==> src/rtl/er_pa_frame_scheduler_pkg.sv <==
// Shared constants, pa_status bit positions and FSM encoding for the PA frame scheduler.
package er_pa_frame_scheduler_pkg;

   localparam int PA_FRAME_WORDS = 128;
   localparam int PA_SEC_MARGIN  = 64;
   localparam int PA_ERR_THRESH  = 901;

   localparam int PA_ADDR_W   = 15;
   localparam int PA_CNT_W    = 16;
   localparam int PA_STATUS_W = 3;

   localparam int ST_QBER_ABORT = 0;
   localparam int ST_VERIF_FAIL = 1;
   localparam int ST_MALFORMED  = 2;

   typedef enum logic [1:0] {
      S_COLLECT = 2'd0,
      S_CALC    = 2'd1,
      S_PUSH    = 2'd2
   } pa_state_e;

   // Packed descriptor: {base_addr, word_cnt, secure_len, status, parity}
   function automatic int pa_desc_w(input int len_w);
      return PA_ADDR_W + PA_CNT_W + len_w + PA_STATUS_W + 1;
   endfunction

endpackage

==> src/rtl/er_pa_frame_scheduler_desc_fifo.sv <==
// Show-ahead synchronous descriptor FIFO; read data valid whenever not empty.
// A push into a full FIFO succeeds when a pop happens on the same edge; otherwise it is ignored.
module er_pa_frame_scheduler_desc_fifo #(
   parameter int W     = 49,
   parameter int DEPTH = 4
) (
   input  logic         clk,
   input  logic         rst_n,
   input  logic         wr_vld,
   input  logic [W-1:0] wr_dat,
   input  logic         rd_rdy,
   output logic [W-1:0] rd_dat,
   output logic         full,
   output logic         empty
);

   localparam int AW = $clog2(DEPTH);

   logic [W-1:0]  mem_q [DEPTH];
   logic [W-1:0]  mem_d [DEPTH];
   logic [AW-1:0] wr_ptr_q, wr_ptr_d;
   logic [AW-1:0] rd_ptr_q, rd_ptr_d;
   logic [AW:0]   cnt_q, cnt_d;
   logic          push, pop;

   always_comb begin
      empty    = (cnt_q == '0);
      full     = (cnt_q == (AW+1)'(DEPTH));
      rd_dat   = mem_q[rd_ptr_q];
      pop      = rd_rdy && !empty;
      push     = wr_vld && (!full || pop);
      mem_d    = mem_q;
      wr_ptr_d = wr_ptr_q;
      rd_ptr_d = rd_ptr_q;
      cnt_d    = cnt_q;
      if (push) begin
         mem_d[wr_ptr_q] = wr_dat;
         wr_ptr_d        = wr_ptr_q + AW'(1);
      end
      if (pop) begin
         rd_ptr_d = rd_ptr_q + AW'(1);
      end
      case ({push, pop})
         2'b10:   cnt_d = cnt_q + (AW+1)'(1);
         2'b01:   cnt_d = cnt_q - (AW+1)'(1);
         default: cnt_d = cnt_q;
      endcase
   end

   always_ff @(posedge clk or negedge rst_n) begin
      if (!rst_n) begin
         for (int i = 0; i < DEPTH; i++) begin
            mem_q[i] <= '0;
         end
         wr_ptr_q <= '0;
         rd_ptr_q <= '0;
         cnt_q    <= '0;
      end else begin
         mem_q    <= mem_d;
         wr_ptr_q <= wr_ptr_d;
         rd_ptr_q <= rd_ptr_d;
         cnt_q    <= cnt_d;
      end
   end

endmodule

==> src/rtl/er_pa_frame_scheduler.sv <==
// Builds one PA descriptor per reconciled frame from snooped BRAM writes and the frame report.
// Descriptor reaches the FIFO 2 cycles after frame_param_valid; pa_ready stalls pops, a full FIFO drops and flags.
module er_pa_frame_scheduler
   import er_pa_frame_scheduler_pkg::*;
#(
   parameter int FRAME_WORDS = PA_FRAME_WORDS,
   parameter int LEAK_W      = 16,
   parameter int ERR_W       = 12,
   parameter int LEN_W       = 14,
   parameter int SEC_MARGIN  = PA_SEC_MARGIN,
   parameter int ERR_THRESH  = PA_ERR_THRESH
) (
   input  logic              clk,
   input  logic              rst_n,
   input  logic              rk_ena,
   input  logic              rk_wea,
   input  logic [14:0]       rk_addra,
   input  logic [63:0]       rk_dina,
   input  logic [LEAK_W-1:0] frame_leaked_info,
   input  logic [ERR_W-1:0]  frame_error_count,
   input  logic              frame_param_valid,
   input  logic              frame_verif_fail,
   output logic              pa_valid,
   input  logic              pa_ready,
   output logic [14:0]       pa_base_addr,
   output logic [15:0]       pa_word_cnt,
   output logic [LEN_W-1:0]  pa_secure_len,
   output logic [2:0]        pa_status,
   output logic              pa_parity,
   output logic              overflow_err,
   output logic              protocol_err,
   output logic [15:0]       frames_done
);

   localparam int DW = pa_desc_w(LEN_W);
   localparam logic signed [LEAK_W+1:0] FRAME_BITS = (LEAK_W+2)'(FRAME_WORDS * 64);
   localparam logic signed [LEAK_W+1:0] MARGIN     = (LEAK_W+2)'(SEC_MARGIN);
   localparam logic signed [LEAK_W+1:0] LEN_MAX    = (LEAK_W+2)'((1 << LEN_W) - 1);

   pa_state_e              state_q, state_d;
   // Live accumulators for the frame being written; they run in every state.
   logic [PA_CNT_W-1:0]    cnt_q, cnt_d;
   logic                   par_q, par_d;
   logic [PA_ADDR_W-1:0]   base_q, base_d;
   logic                   have_q, have_d;
   // Snapshot of the closing frame.
   logic [PA_CNT_W-1:0]    fr_cnt_q, fr_cnt_d;
   logic                   fr_par_q, fr_par_d;
   logic [PA_ADDR_W-1:0]   fr_base_q, fr_base_d;
   logic [LEAK_W-1:0]      leak_q, leak_d;
   logic [ERR_W-1:0]       err_q, err_d;
   logic                   fail_q, fail_d;
   logic [LEN_W-1:0]       sec_q, sec_d;
   logic [2:0]             status_q, status_d;
   logic [15:0]            done_q, done_d;
   logic                   ovf_q, ovf_d;
   logic                   proto_q, proto_d;

   logic                   wr, close, push_ok, fifo_full, fifo_empty;
   logic signed [LEAK_W+1:0] diff;
   logic [LEN_W-1:0]       sat_c;
   logic [2:0]             st_c;
   logic [DW-1:0]          fifo_wr_dat, fifo_rd_dat;

   always_comb begin
      wr      = rk_ena && rk_wea;
      close   = frame_param_valid && (state_q == S_COLLECT);
      push_ok = !fifo_full || (pa_valid && pa_ready);

      diff = FRAME_BITS - $signed({2'b00, leak_q}) - MARGIN;
      if (diff[LEAK_W+1]) begin
         sat_c = '0;
      end else if (diff > LEN_MAX) begin
         sat_c = LEN_MAX[LEN_W-1:0];
      end else begin
         sat_c = diff[LEN_W-1:0];
      end
      st_c                = '0;
      st_c[ST_MALFORMED]  = (fr_cnt_q != PA_CNT_W'(FRAME_WORDS));
      st_c[ST_VERIF_FAIL] = fail_q;
      st_c[ST_QBER_ABORT] = (err_q > ERR_W'(ERR_THRESH));

      state_d   = state_q;
      cnt_d     = cnt_q;
      par_d     = par_q;
      base_d    = base_q;
      have_d    = have_q;
      fr_cnt_d  = fr_cnt_q;
      fr_par_d  = fr_par_q;
      fr_base_d = fr_base_q;
      leak_d    = leak_q;
      err_d     = err_q;
      fail_d    = fail_q;
      sec_d     = sec_q;
      status_d  = status_q;
      done_d    = done_q;
      ovf_d     = ovf_q;
      proto_d   = proto_q;

      // A write coincident with the closing pulse belongs to the closing frame.
      if (close) begin
         fr_cnt_d  = cnt_q + PA_CNT_W'(wr);
         fr_par_d  = par_q ^ (wr && (^rk_dina));
         fr_base_d = (wr && !have_q) ? rk_addra : base_q;
         leak_d    = frame_leaked_info;
         err_d     = frame_error_count;
         fail_d    = frame_verif_fail;
         cnt_d     = '0;
         par_d     = 1'b0;
         have_d    = 1'b0;
      end else if (wr) begin
         cnt_d = cnt_q + PA_CNT_W'(1);
         par_d = par_q ^ (^rk_dina);
         if (!have_q) begin
            base_d = rk_addra;
            have_d = 1'b1;
         end
      end

      if (frame_param_valid && (state_q != S_COLLECT)) begin
         proto_d = 1'b1;
      end

      case (state_q)
         S_COLLECT: begin
            if (close) state_d = S_CALC;
         end
         S_CALC: begin
            status_d = st_c;
            sec_d    = (st_c != 3'b000) ? '0 : sat_c;
            state_d  = S_PUSH;
         end
         S_PUSH: begin
            if (push_ok) done_d = done_q + 16'd1;
            else         ovf_d  = 1'b1;
            state_d = S_COLLECT;
         end
         default: state_d = S_COLLECT;
      endcase
   end

   always_ff @(posedge clk or negedge rst_n) begin
      if (!rst_n) begin
         state_q   <= S_COLLECT;
         cnt_q     <= '0;
         par_q     <= 1'b0;
         base_q    <= '0;
         have_q    <= 1'b0;
         fr_cnt_q  <= '0;
         fr_par_q  <= 1'b0;
         fr_base_q <= '0;
         leak_q    <= '0;
         err_q     <= '0;
         fail_q    <= 1'b0;
         sec_q     <= '0;
         status_q  <= '0;
         done_q    <= '0;
         ovf_q     <= 1'b0;
         proto_q   <= 1'b0;
      end else begin
         state_q   <= state_d;
         cnt_q     <= cnt_d;
         par_q     <= par_d;
         base_q    <= base_d;
         have_q    <= have_d;
         fr_cnt_q  <= fr_cnt_d;
         fr_par_q  <= fr_par_d;
         fr_base_q <= fr_base_d;
         leak_q    <= leak_d;
         err_q     <= err_d;
         fail_q    <= fail_d;
         sec_q     <= sec_d;
         status_q  <= status_d;
         done_q    <= done_d;
         ovf_q     <= ovf_d;
         proto_q   <= proto_d;
      end
   end

   assign fifo_wr_dat = {fr_base_q, fr_cnt_q, sec_q, status_q, fr_par_q};

   er_pa_frame_scheduler_desc_fifo #(
      .W     (DW),
      .DEPTH (4)
   ) u_desc_fifo (
      .clk    (clk),
      .rst_n  (rst_n),
      .wr_vld (state_q == S_PUSH),
      .wr_dat (fifo_wr_dat),
      .rd_rdy (pa_ready),
      .rd_dat (fifo_rd_dat),
      .full   (fifo_full),
      .empty  (fifo_empty)
   );

   assign pa_valid = !fifo_empty;
   assign {pa_base_addr, pa_word_cnt, pa_secure_len, pa_status, pa_parity} = fifo_rd_dat;
   assign overflow_err = ovf_q;
   assign protocol_err = proto_q;
   assign frames_done  = done_q;

endmodule

==> config.mk <==
export PLATFORM = sky130hd
export DESIGN_NAME = er_pa_frame_scheduler
export DESIGN_NICKNAME = d
export VERILOG_FILES = /design/src/rtl/er_pa_frame_scheduler_pkg.sv /design/src/rtl/er_pa_frame_scheduler_desc_fifo.sv /design/src/rtl/er_pa_frame_scheduler.sv
export SDC_FILE = /design/constraint.sdc
export NUM_CORES = 1
export LEC_CHECK = 0
export ABC_AREA = 1
export BUFFER_PORTS_ARGS = -buffer_cell sky130_fd_sc_hd__buf_2
export CORE_MARGIN = 2
export CORE_UTILIZATION = 54
export CTS_CLUSTER_DIAMETER = 80
export DETAILED_ROUTE_END_ITERATION = 10
export GPL_TIMING_DRIVEN = 0
export PLACE_DENSITY = 0.81
export SKIP_LAST_GASP = 1
export SYNTH_ARGS = -nofsm -noshare
export SYNTH_HDL_FRONTEND = slang
export SYNTH_HIERARCHICAL = 1
export SYNTH_SLANG_ARGS = --single-unit
==> constraint.sdc <==
create_clock -name clk -period 2.22 [get_ports clk]
set_input_delay 0.444 -clock clk [delete_from_list [all_inputs] [get_ports clk]]
set_output_delay 0.444 -clock clk [all_outputs]
set_load 0.01 [all_outputs]
# Word-level counts from Yosys, hierarchy flattened
# Index checks and enable logic that the tools add are counted.
[totals]
reg_bits = 334
input_bits = 114
elab_cells = 92
[op_classes]
addsub = 9
n_lt_le_gt_ge = 5
n_eq_ne = 7
mux = 19
n_bitwise = 7
reduce_logical = 22
[op_table]
columns = ["op", "count"]
rows = [
  ["$bwmux 196", 1],
  ["$mux 49", 3],
  ["$bmux 49 s2", 1],
  ["$demux 49 s2", 1],
  ["$reduce_xor 64->1", 1],
  ["$mux 14", 3],
  ["$add 16x1->16 const B", 2],
  ["$mux 16", 2],
  ["$gt 18x15->1 const B", 1],
  ["$sub 17x8->18 const B", 1],
  ["$sub 14x16->17 const A", 1],
  ["$add 16x1->16", 1],
  ["$ne 16x8->1 const B", 1],
  ["$mux 15", 1],
  ["$gt 12x10->1 const B", 1],
  ["$logic_and 1x1->1", 8],
  ["$ge 3x3->1 const B", 2],
  ["$not 2->3", 2],
  ["$pmux 3 s2", 1],
  ["$reduce_bool 2->1", 3],
  ["$add 2x1->2 const B", 2],
  ["$eq 2x1->1 const B", 2],
  ["$eq 2x2->1 const B", 2],
  ["$mux 1", 4],
  ["16 further kinds", 22],
]

# Depth between registers and ports, before layout
# Gate-level depths: netlist (run 1).
[logic_depth]
depth_word = 7
ltp_mapped = 18

# Modules after synthesis
# The synthesis (run 1) kept the hierarchy.
[by_module_without_submodules]
columns = ["mod", "instances", "cells_each", "area_per_inst_um2", "seq_area_each_um2"]
rows = [
  ["er_pa_frame_scheduler_desc_fifo", 1, 1200, 9855.7, 5079.9],
  ["er_pa_frame_scheduler", 1, 1158, 7863.8, 3253.1],
]

# Worst setup path after synthesis (run 1)
# OpenSTA, ideal clock, no wires.
[synth_timing]
path_kind = "register -> register"
start = "register leak_q[0]"
end = "register sec_q[6]"
setup_ns = 0.120
arrival_time_ns = 2.053
slack_ns = 0.047
path_stages_with_launch = 15
synth_period_minus_slack_ns = 2.173
path_cell_list = "dfrtp_1 inv_1 ha_1 nand2_2 nor2_8 xor2_4 ha_1 nand2_1 nor2_2 nand3_1 nand2_1 nand3_2 buf_6 o21ai_1 nand2_1"
[synth_between]
elab_chain_cells = 6
[synth_lines]
columns = ["element", "line_no", "rtl"]
rows = [
  ["start, declared", "er_pa_frame_scheduler.sv:50", "logic [LEAK_W-1:0] leak_q, leak_d;"],
  ["start signal, assigned", "er_pa_frame_scheduler.sv:169", "leak_q <= leak_d;"],
  ["$sub 14x16->17 *", "er_pa_frame_scheduler.sv:70", "diff = FRAME_BITS - $signed({2'b00, leak_q}) - MARGIN;"],
  ["$sub 17x8->18 *", "er_pa_frame_scheduler.sv:70", ""],
  ["$gt 18x15->1", "er_pa_frame_scheduler.sv:73", "end else if (diff > LEN_MAX) begin"],
  ["$mux 14", "er_pa_frame_scheduler.sv:73", ""],
  ["$mux 14 *", "er_pa_frame_scheduler.sv:71", "if (diff[LEAK_W+1]) begin"],
  ["$mux 14 *", "er_pa_frame_scheduler.sv:130", "sec_d = (st_c != 3'b000) ? '0 : sat_c;"],
  ["end signal, assigned", "er_pa_frame_scheduler.sv:155", "sec_q <= '0;"],
  ["end signal, assigned", "er_pa_frame_scheduler.sv:172", "sec_q <= sec_d;"],
  ["end, declared", "er_pa_frame_scheduler.sv:53", "logic [LEN_W-1:0] sec_q, sec_d;"],
]
# Every way passes the cells marked *; elsewhere a longest branch is shown, timed or not.
# A chain may end at the register's enable or synchronous reset.

# Final worst setup path (run 1)
[layout_timing]
start = "register u_desc_fifo.rd_ptr_q[0]"
end = "output port pa_word_cnt[0]"
[layout_between]
elab_chain_cells = 4
[layout_lines]
columns = ["element", "line_no", "rtl"]
rows = [
  ["start, declared", "er_pa_frame_scheduler_desc_fifo.sv:22", "logic [AW-1:0] rd_ptr_q, rd_ptr_d;"],
  ["start signal, assigned", "er_pa_frame_scheduler_desc_fifo.sv:61", "rd_ptr_q <= rd_ptr_d;"],
  ["$not 2->3 (not written as such)", "er_pa_frame_scheduler_desc_fifo.sv:29", "rd_dat = mem_q[rd_ptr_q];"],
  ["$bmux 49 s2", "er_pa_frame_scheduler_desc_fifo.sv:29", ""],
  ["$mux 49 (not written as such) (2 in a row)", "er_pa_frame_scheduler_desc_fifo.sv:29", ""],
  ["end, declared", "er_pa_frame_scheduler.sv:26", "output logic [15:0] pa_word_cnt,"],
]
# Every way passes these cells. The select of a mux whose other input is x is not followed.

==> results of run 1 <==
-- worst paths after layout --
path / end / slack [ps] / cells past startpoint
min in group asynchronous: u_desc_fifo/mem_q[155] / 350 / 2
max reg2reg: sec_q[2] / -60 / 14
min reg2reg: frames_done[15] / 460 / 1
max in group asynchronous: err_q[7] / 670 / 4
min: err_q[8] / 120 / 3
max: pa_word_cnt[0] / -320 / 6
-- layout make-up --
cell class | instances | area (sq um)
fillers | 2547 | 10700
repair inverters | 1 | 8.76
multi-input cells | 1744 | 8740
repair buffers | 220 | 1430
inverters | 138 | 537
plain buffers | 142 | 1060
diodes | 4 | 10.0
clock inverters | 6 | 33.8
flip-flops and latches | 333 | 8340
clock buffers | 53 | 1070
well taps | 442 | 553
-- cell usage after synthesis, types with 2 or more instances --
library cell | count | share of area [%]
inv_2 | 6 | 0.13
buf_6 | 16 | 1.0
o22ai_1 | 49 | 1.7
xnor2_1 | 22 | 1.1
buf_2 | 41 | 1.2
a21oi_1 | 11 | 0.31
nor3_1 | 9 | 0.25
nor2_2 | 5 | 0.18
o21ai_0 | 176 | 5.0
o21ai_1 | 4 | 0.11
buf_4 | 10 | 0.42
a31oi_1 | 16 | 0.56
nand3_1 | 41 | 1.2
nand3_2 | 5 | 0.28
nand4_1 | 203 | 7.2
dfrtp_1 | 333 | 47
o21ai_2 | 7 | 0.35
xor2_1 | 26 | 1.3
buf_1 | 19 | 0.40
inv_1 | 131 | 2.8
nor2_1 | 169 | 3.6
nand3b_1 | 5 | 0.21
ha_1 | 11 | 0.78
nor2_4 | 4 | 0.25
clkbuf_1 | 56 | 1.2
nand2_2 | 8 | 0.28
nand2_1 | 956 | 20
and3_1 | 2 | 0.071
nor4_1 | 5 | 0.18
-- stage by stage --
| step | hold slack [ps] | power [mW] | worst slack (ps) |
|---|---|---|---|
| CTS | 104 | 24.4 | -135 |
| global placement | 447 | 16.9 | -5560 |
| detailed placement | 280 | 17.2 | -405 |
| finish | 117 | 26.1 | -315 |
| global route | 128 | 27.3 | -278 |
| floorplan | 148 | 13.9 | 47.0 |
-- worst register-to-register path: cells and delay by family (launching register included) --
kind                       cells  cell delay [ps]
adders and majority gates      2              350
AOI/OAI and AO/OA              1              140
and+or+nand+nor                8              790
buffers and inverters          2              270
DFF                            1              400
xor gates and xnor gates       1              220
-- state kept, by name, summed over array words and instances (netlist names), 11 cells and up --
register / cells
u_desc_fifo/mem_q: 196
cnt_q: 16
fr_cnt_q: 16
frames_done: 16
leak_q: 16
base_q: 15
fr_base_q: 15
sec_q: 14
err_q: 11
-- metal layers --
| metal | part of all wire [%] | wire [um] | global-route usage, % | up-vias |
|---|---|---|---|---|
| met2 | 48 | 26300 | 50.9 | 1030 |
| met3 | 10 | 5470 | 6.00 | 229 |
| li1 | - | - | - | 8242 |
| met1 | 38 | 20600 | 38.4 | 8443 |
| met5 | 0 | 0 | 0 | - |
| met4 | 4.6 | 2520 | 15.5 | 0 |
-- timing repair --
item	4_1_cts	5_1_grt
pin swaps	26	43
gates cloned	7	3
resized for setup	198	151
endpoints found under the setup margin	123	73
endpoints found under the hold margin	14	0
buffers inserted	12	16
hold buffers	1	0
-- cells by family after synthesis --
family                   Yosys count  synth area share, %
flip-flops                       333                 47.0
AND/OR/NAND/NOR                 1415                 34.1
AO/OA/AOI/OAI                    267                 8.22
XOR/XNOR                          49                 2.53
adder cells (fa/ha/maj)           12                0.890
multiplexers                       1               0.0635
buffers and inverters            281                 7.17
-- power by group through the flow --
stage	Sequential (mW)	Clock [mW]	Combinational, mW
6_report	8.73	5.71	11.7
5_1_grt	8.84	6.00	12.5
4_1_cts	8.57	5.75	10.1
3_5_place_dp	8.60	0	8.59
3_3_place_gp	8.54	0	8.34
2_1_floorplan	8.26	0	5.59
==> impl_results.md, run 1 <==
* Syn. warnings at 6
* Cell area after layout at between 20000 and 25000 sq um
* Routed len/inst at 17.8 um
* Sequential area share after synthesis at roughly 47%
* Slowest stage delay, CP at 400 ps
* Post-synth EDFFs at 0
* Required time worst endpoint at 1780 ps
* Post-layout util at 67.1%
* Clock Power Share at 21.9%
* Nets at 2742
* #FFs+latches synth at 333
* HP Class: input pin to register
* Hold Fails Final Rpt at 0
* Port Buffers at between 150 and 200
* Root buffer cell: clkbuf_16
* Tcrit/Tclk final at 114%
* Sw Share at 41.5%
* First-pass GRT wire length at 84300 um
* Post-synthesis cell type count at 41
* Switching pwr at 10.8 mW
* Vert. Die Dim at 185 um
* DP HPWL at 35900 um
* Initial cell density of the core at a little over half
* RSZ-0062 raised after global routing: yes
* Die width at about 190 um
* Synth Flop Type: dfrtp_1
* Top Family by Delay on Critical Path: compound AO/OA/AOI/OAI gates
* Peak VDD IR at 0.000630 V
* TritonCTS clock tree: done
* Die ar. at 34300 sq um
* Vias at 17900
* FF-to-FF Start: leak_q[0]
* Slew margin rel. at 56.9%
* Num CTS Buffers at 36
* GP Congestion at 0.927
* Layout Cells excl Fill at just over 3000
* Crit path DAT at 2090 ps
* Largest net degree at the start of global routing at 122
* Worst path cell trace: buf_12 > clkinv_8 > buf_4 > o21ai_0 > o22ai_2 > buf_2
* Slew Limit Fails at 0
* Site Rows at 66
* Final setup viols at 53
* Core area at 32500 sq um
* Max Cap Viol at 0
* Global Route Usage Sum at a little under a third
* Residual DRC at 0
* Clock Sinks at 333
* Critical path class: register to output port
* Commonest non-fill, non-tap cell in the layout: nand2_1
* Crit path max fanout at 10
* Final global-route overflow total at 0
* Portion of total power attributed to combinational logic at 44.7%
* Synth Instances at ~2400
* Most frequent cells in the layout: nand2_1, dfrtp_1, buf_2
* Vias/cell at 5.82
* Failing checks: setup timing
* Initial antenna violation count at 3
* TNS Setup at -3510 ps
* Skew final at 15.0 ps
* Power per cell area at 1200 nW/um^2
* Netlist Area Pre-Place at 17700 sq um
* Routed Antenna Nets at 0
* Layout cells sized above 1 at 19.9%
* Clk buf depth at 3
* Leakage at 11.4 nW
* Tmin final at 2540 ps
* H-tree Lvls at 2
* Worst Tran Pin Value at about 650 ps
* Drt first pass iters at 6
* Layout Area Growth over Synthesis at 22.9%
* Clk Latency, worst-skew pair at 520 ps
* Worst setup path startpoint: u_desc_fifo/rd_ptr_q[0]
* Setup crit end kind: output port
* Post-Place Cells at 2983
* CTS clk-pin slew, worst paths at 60 ps
* Initial DRC Count at 1941
* Slowest CP cell: o21ai_0
* Final setup margin at -315 ps
* Synthesized Nets at 2484
* Ys async rst share at 100%
* Vias in the first global route at 17100
* DP Area at 19300 sq um
* Top achievable clock speed at ~400 MHz
* Status: finished, violations left
* HP Start: frame_error_count[8]
* Sequential share of power at 33.4%
* Worst setup SP type: register
* CP Buf/Inv Count at 4
* Syn_area_per_cell at 7.51 sq um
* Internal power at 15.3 mW
* Total Routed Length at 54900 um
* I/O Pins at 182
Power figures use the tool's default switching activity.
==> inputs of run 2 (changes only) <==
--- a/config.mk
+++ b/config.mk
@@ -7,12 +7,15 @@
 export LEC_CHECK = 0
 export ABC_AREA = 1
 export BUFFER_PORTS_ARGS = -buffer_cell sky130_fd_sc_hd__buf_2
+export CELL_PAD_IN_SITES_DETAIL_PLACEMENT = 2
+export CELL_PAD_IN_SITES_GLOBAL_PLACEMENT = 2
 export CORE_MARGIN = 2
-export CORE_UTILIZATION = 54
-export CTS_CLUSTER_DIAMETER = 80
+export CORE_UTILIZATION = 31
+export CTS_CLUSTER_DIAMETER = 150
 export DETAILED_ROUTE_END_ITERATION = 10
 export GPL_TIMING_DRIVEN = 0
-export PLACE_DENSITY = 0.81
+export PLACE_DENSITY = 0.8
+export SKIP_CTS_REPAIR_TIMING = 1
 export SKIP_LAST_GASP = 1
 export SYNTH_ARGS = -nofsm -noshare
 export SYNTH_HDL_FRONTEND = slang
==> run 2 against run 1 <==
Against the previous run:
- global-route usage shrank 7.2 points
- the run still ends with setup timing left
- total power grew 8.3%
- routed wire length grew 37%
- largest power group unchanged
==> impl_results.md, run 2 (same netlist as run 1, synthesis figures left out) <==
* Status: finished, violations left
* Failing checks: setup timing
* Skew final at 17.8 ps (+2.81 ps)
* Layout cells sized above 1 at 20.2% (+0.29 points)
* Core area at 56500 sq um (+74%)
* Worst Tran Pin Value at 855 ps (+208 ps)
* Leakage at 11.6 nW (+1.1%)
* Setup crit end kind: output port
* CP Buf/Inv Count at 3 (-1)
* Die ar. at 59100 sq um (+72%)
* Num CTS Buffers at 40 (+11%)
* Final setup viols at 63 (+19%)
* Critical path class: register to output port
* Vias in the first global route at 19700 (+16%)
* HP Start: frame_error_count[1]
* Power per cell area at 1260 nW/um^2 (+4.8%)
* Largest net degree at the start of global routing at 110 (-9.8%)
* GP Congestion at 0.798 (-14%)
* CTS clk-pin slew, worst paths at 60 ps (about the same)
* Top reg by flops: u_desc_fifo/mem_q
* I/O Pins at 182 (unchanged)
* Die width at 243 um (+31%)
* Met3 GRT Util at 4.36% (-1.6 points)
* HP Class: input pin to register
* Final global-route overflow total at 0 (unchanged)
* TritonCTS clock tree: done
* FF-to-FF Start: leak_q[0]
* Clk Latency, worst-skew pair at 570 ps (+50 ps)
* Initial DRC Count at 997 (-49%)
* Worst path cell trace: inv_4 > buf_4 > o21ai_0 > o22ai_1 > buf_4
* Total Routed Length at 75300 um (+37%)
* Routed len/inst at 22.1 um (+24%)
* Max FFs per register at 196 (unchanged)
* Max Cap Viol at 0 (unchanged)
* Hold Fails Final Rpt at 0 (unchanged)
* Worst setup SP type: register
* Commonest non-fill, non-tap cell in the layout: nand2_1
* Tmin final at 2470 ps (-61.2 ps)
* Grt met1 use at 27.9% (-11 points)
* Hold path cells at 3 (unchanged)
* Nets at 2740 (-0.073%)
* Crit path max fanout at 10 (unchanged)
* H-tree Lvls at 2 (unchanged)
* Port Buffers at 180 (unchanged)
* Global Route Usage Sum at 23.5% (-7.2 points)
* Vias/cell at 5.37 (-7.7%)
* Most frequent cells in the layout: nand2_1, dfrtp_1, buf_2
* Initial antenna violation count at 12 (+9)
* Crit path DAT at 2030 ps (-60 ps)
* Slowest stage delay, CP at 490 ps (+90 ps)
* First-pass GRT wire length at 110000 um (+31%)
* Layout Area Growth over Synthesis at 27.0%
* Initial cell density of the core at 31.4% (-23 points)
* Root buffer cell: clkbuf_16
* Vias at 18300 (+1.8%)
* Final setup margin at -254 ps (+61.2 ps)
* Site Rows at 87 (+32%)
* Required time worst endpoint at 1780 ps (about the same)
* Filler Cells Inserted at 6401 (+150%)
* CP most frequent cell: buf_4
* Peak VDD IR at 0.000643 V (+2.1%)
* GRT busiest layer: met2
* Drt first pass iters at 5 (-1)
* Residual DRC at 0 (unchanged)
* Top Family by Delay on Critical Path: buffers and inverters
* Hold WS at 69.6 ps (-47.2 ps)
* TNS Setup at -6970 ps (-3470 ps)
* Slew margin rel. at 43.0% (-14 points)
* DP HPWL at 50200 um (+40%)
* Slowest CP cell: dfrtp_2
* R2r setup slk at -190 ps (-130 ps)
* Met2 usage at 42.4% (-8.5 points)
* RSZ-0062 raised after global routing: yes
* Clock Sinks at 333 (unchanged)
* Tcrit/Tclk final at 111% (-2.8 points)
* Worst reg2reg path depth at 14 (unchanged)
* Slew Limit Fails at 0 (unchanged)
* Vert. Die Dim at 243 um (+31%)
* Worst Hold End: err_q[1]
* Top achievable clock speed at 404 MHz (+2.5%)
* Routed Antenna Nets at 0 (unchanged)
* Clk buf depth at 3 (unchanged)
* RR Endpoint: sec_q[2]
[run 2: cell count changes in the layout (fill, tap and decap cells not counted), sizes merged]
cell	before	now
buf	316	308
diode	4	2
clkbuf	97	103
bufinv	0	6
clkinvlp	1	5
clkinv	6	7
inv	138	136
[run 2: tightest hold or removal path, stage by stage]
cell,delay [ps]
buf_2,70
nand2_1,40
nand2_1,40
[run 2: worst max-delay path by stage]
stage                     cells after the start                     from  slack (ps)             end
after detailed placement                      6               state_q[0]        -960       base_q[1]
after CTS                                     6               state_q[0]        -920       base_q[1]
after global placement                        1                    rst_n       -6030       cnt_q[11]
final                                         5  u_desc_fifo/rd_ptr_q[1]        -250  pa_word_cnt[2]
after global routing                         13                leak_q[7]        -340        sec_q[2]
after floorplan                              14                leak_q[0]          50        sec_q[6]
[run 2: per-stage QoR]
| step | instances | cell area, sq um | util [%] | worst slack, ps | power, mW |
|---|---|---|---|---|---|
| 3_3_place_gp | 3294 | 19600 | 34.6 | -6030 | 17.6 |
| 3_5_place_dp | 3297 | 19700 | 34.8 | -957 | 18.2 |
| 5_1_grt | 3400 | 22500 | 39.8 | -336 | 29.8 |
| 4_1_cts | 3369 | 21100 | 37.4 | -920 | 25.6 |
| 6_report | 3402 | 22500 | 39.8 | -254 | 28.3 |
| 2_1_floorplan | 2358 | 17700 | - | 47.0 | 13.9 |
[run 2: final cells by class]
class | count | area (sq um) | area share [%]
antenna | 2 | 5.00 | 0.0222
sequential | 333 | 8340 | 37.1
clock buffer | 57 | 1200 | 5.32
inverter | 138 | 541 | 2.40
multi-input combinational | 1744 | 8800 | 39.1
timing repair inverter | 1 | 8.76 | 0.0389
timing repair buffer | 217 | 1390 | 6.18
clock inverter | 15 | 248 | 1.10
tap | 756 | 946 | 4.20
buffer | 139 | 1020 | 4.55
[run 2: per-layer routing]
metal	vias up	wire length, um
met5	-	82
met2	493	38700
met1	9355	29900
li1	8239	-
met4	14	2670
met3	172	3900
[run 2: report_power, final]
group | total [mW] | internal (mW) | switching (mW)
clock | 7.27 | 4.46 | 2.81
combinational | 12.2 | 4.37 | 7.87
sequential | 8.77 | 7.45 | 1.32
total | 28.3 | 16.3 | 12.0
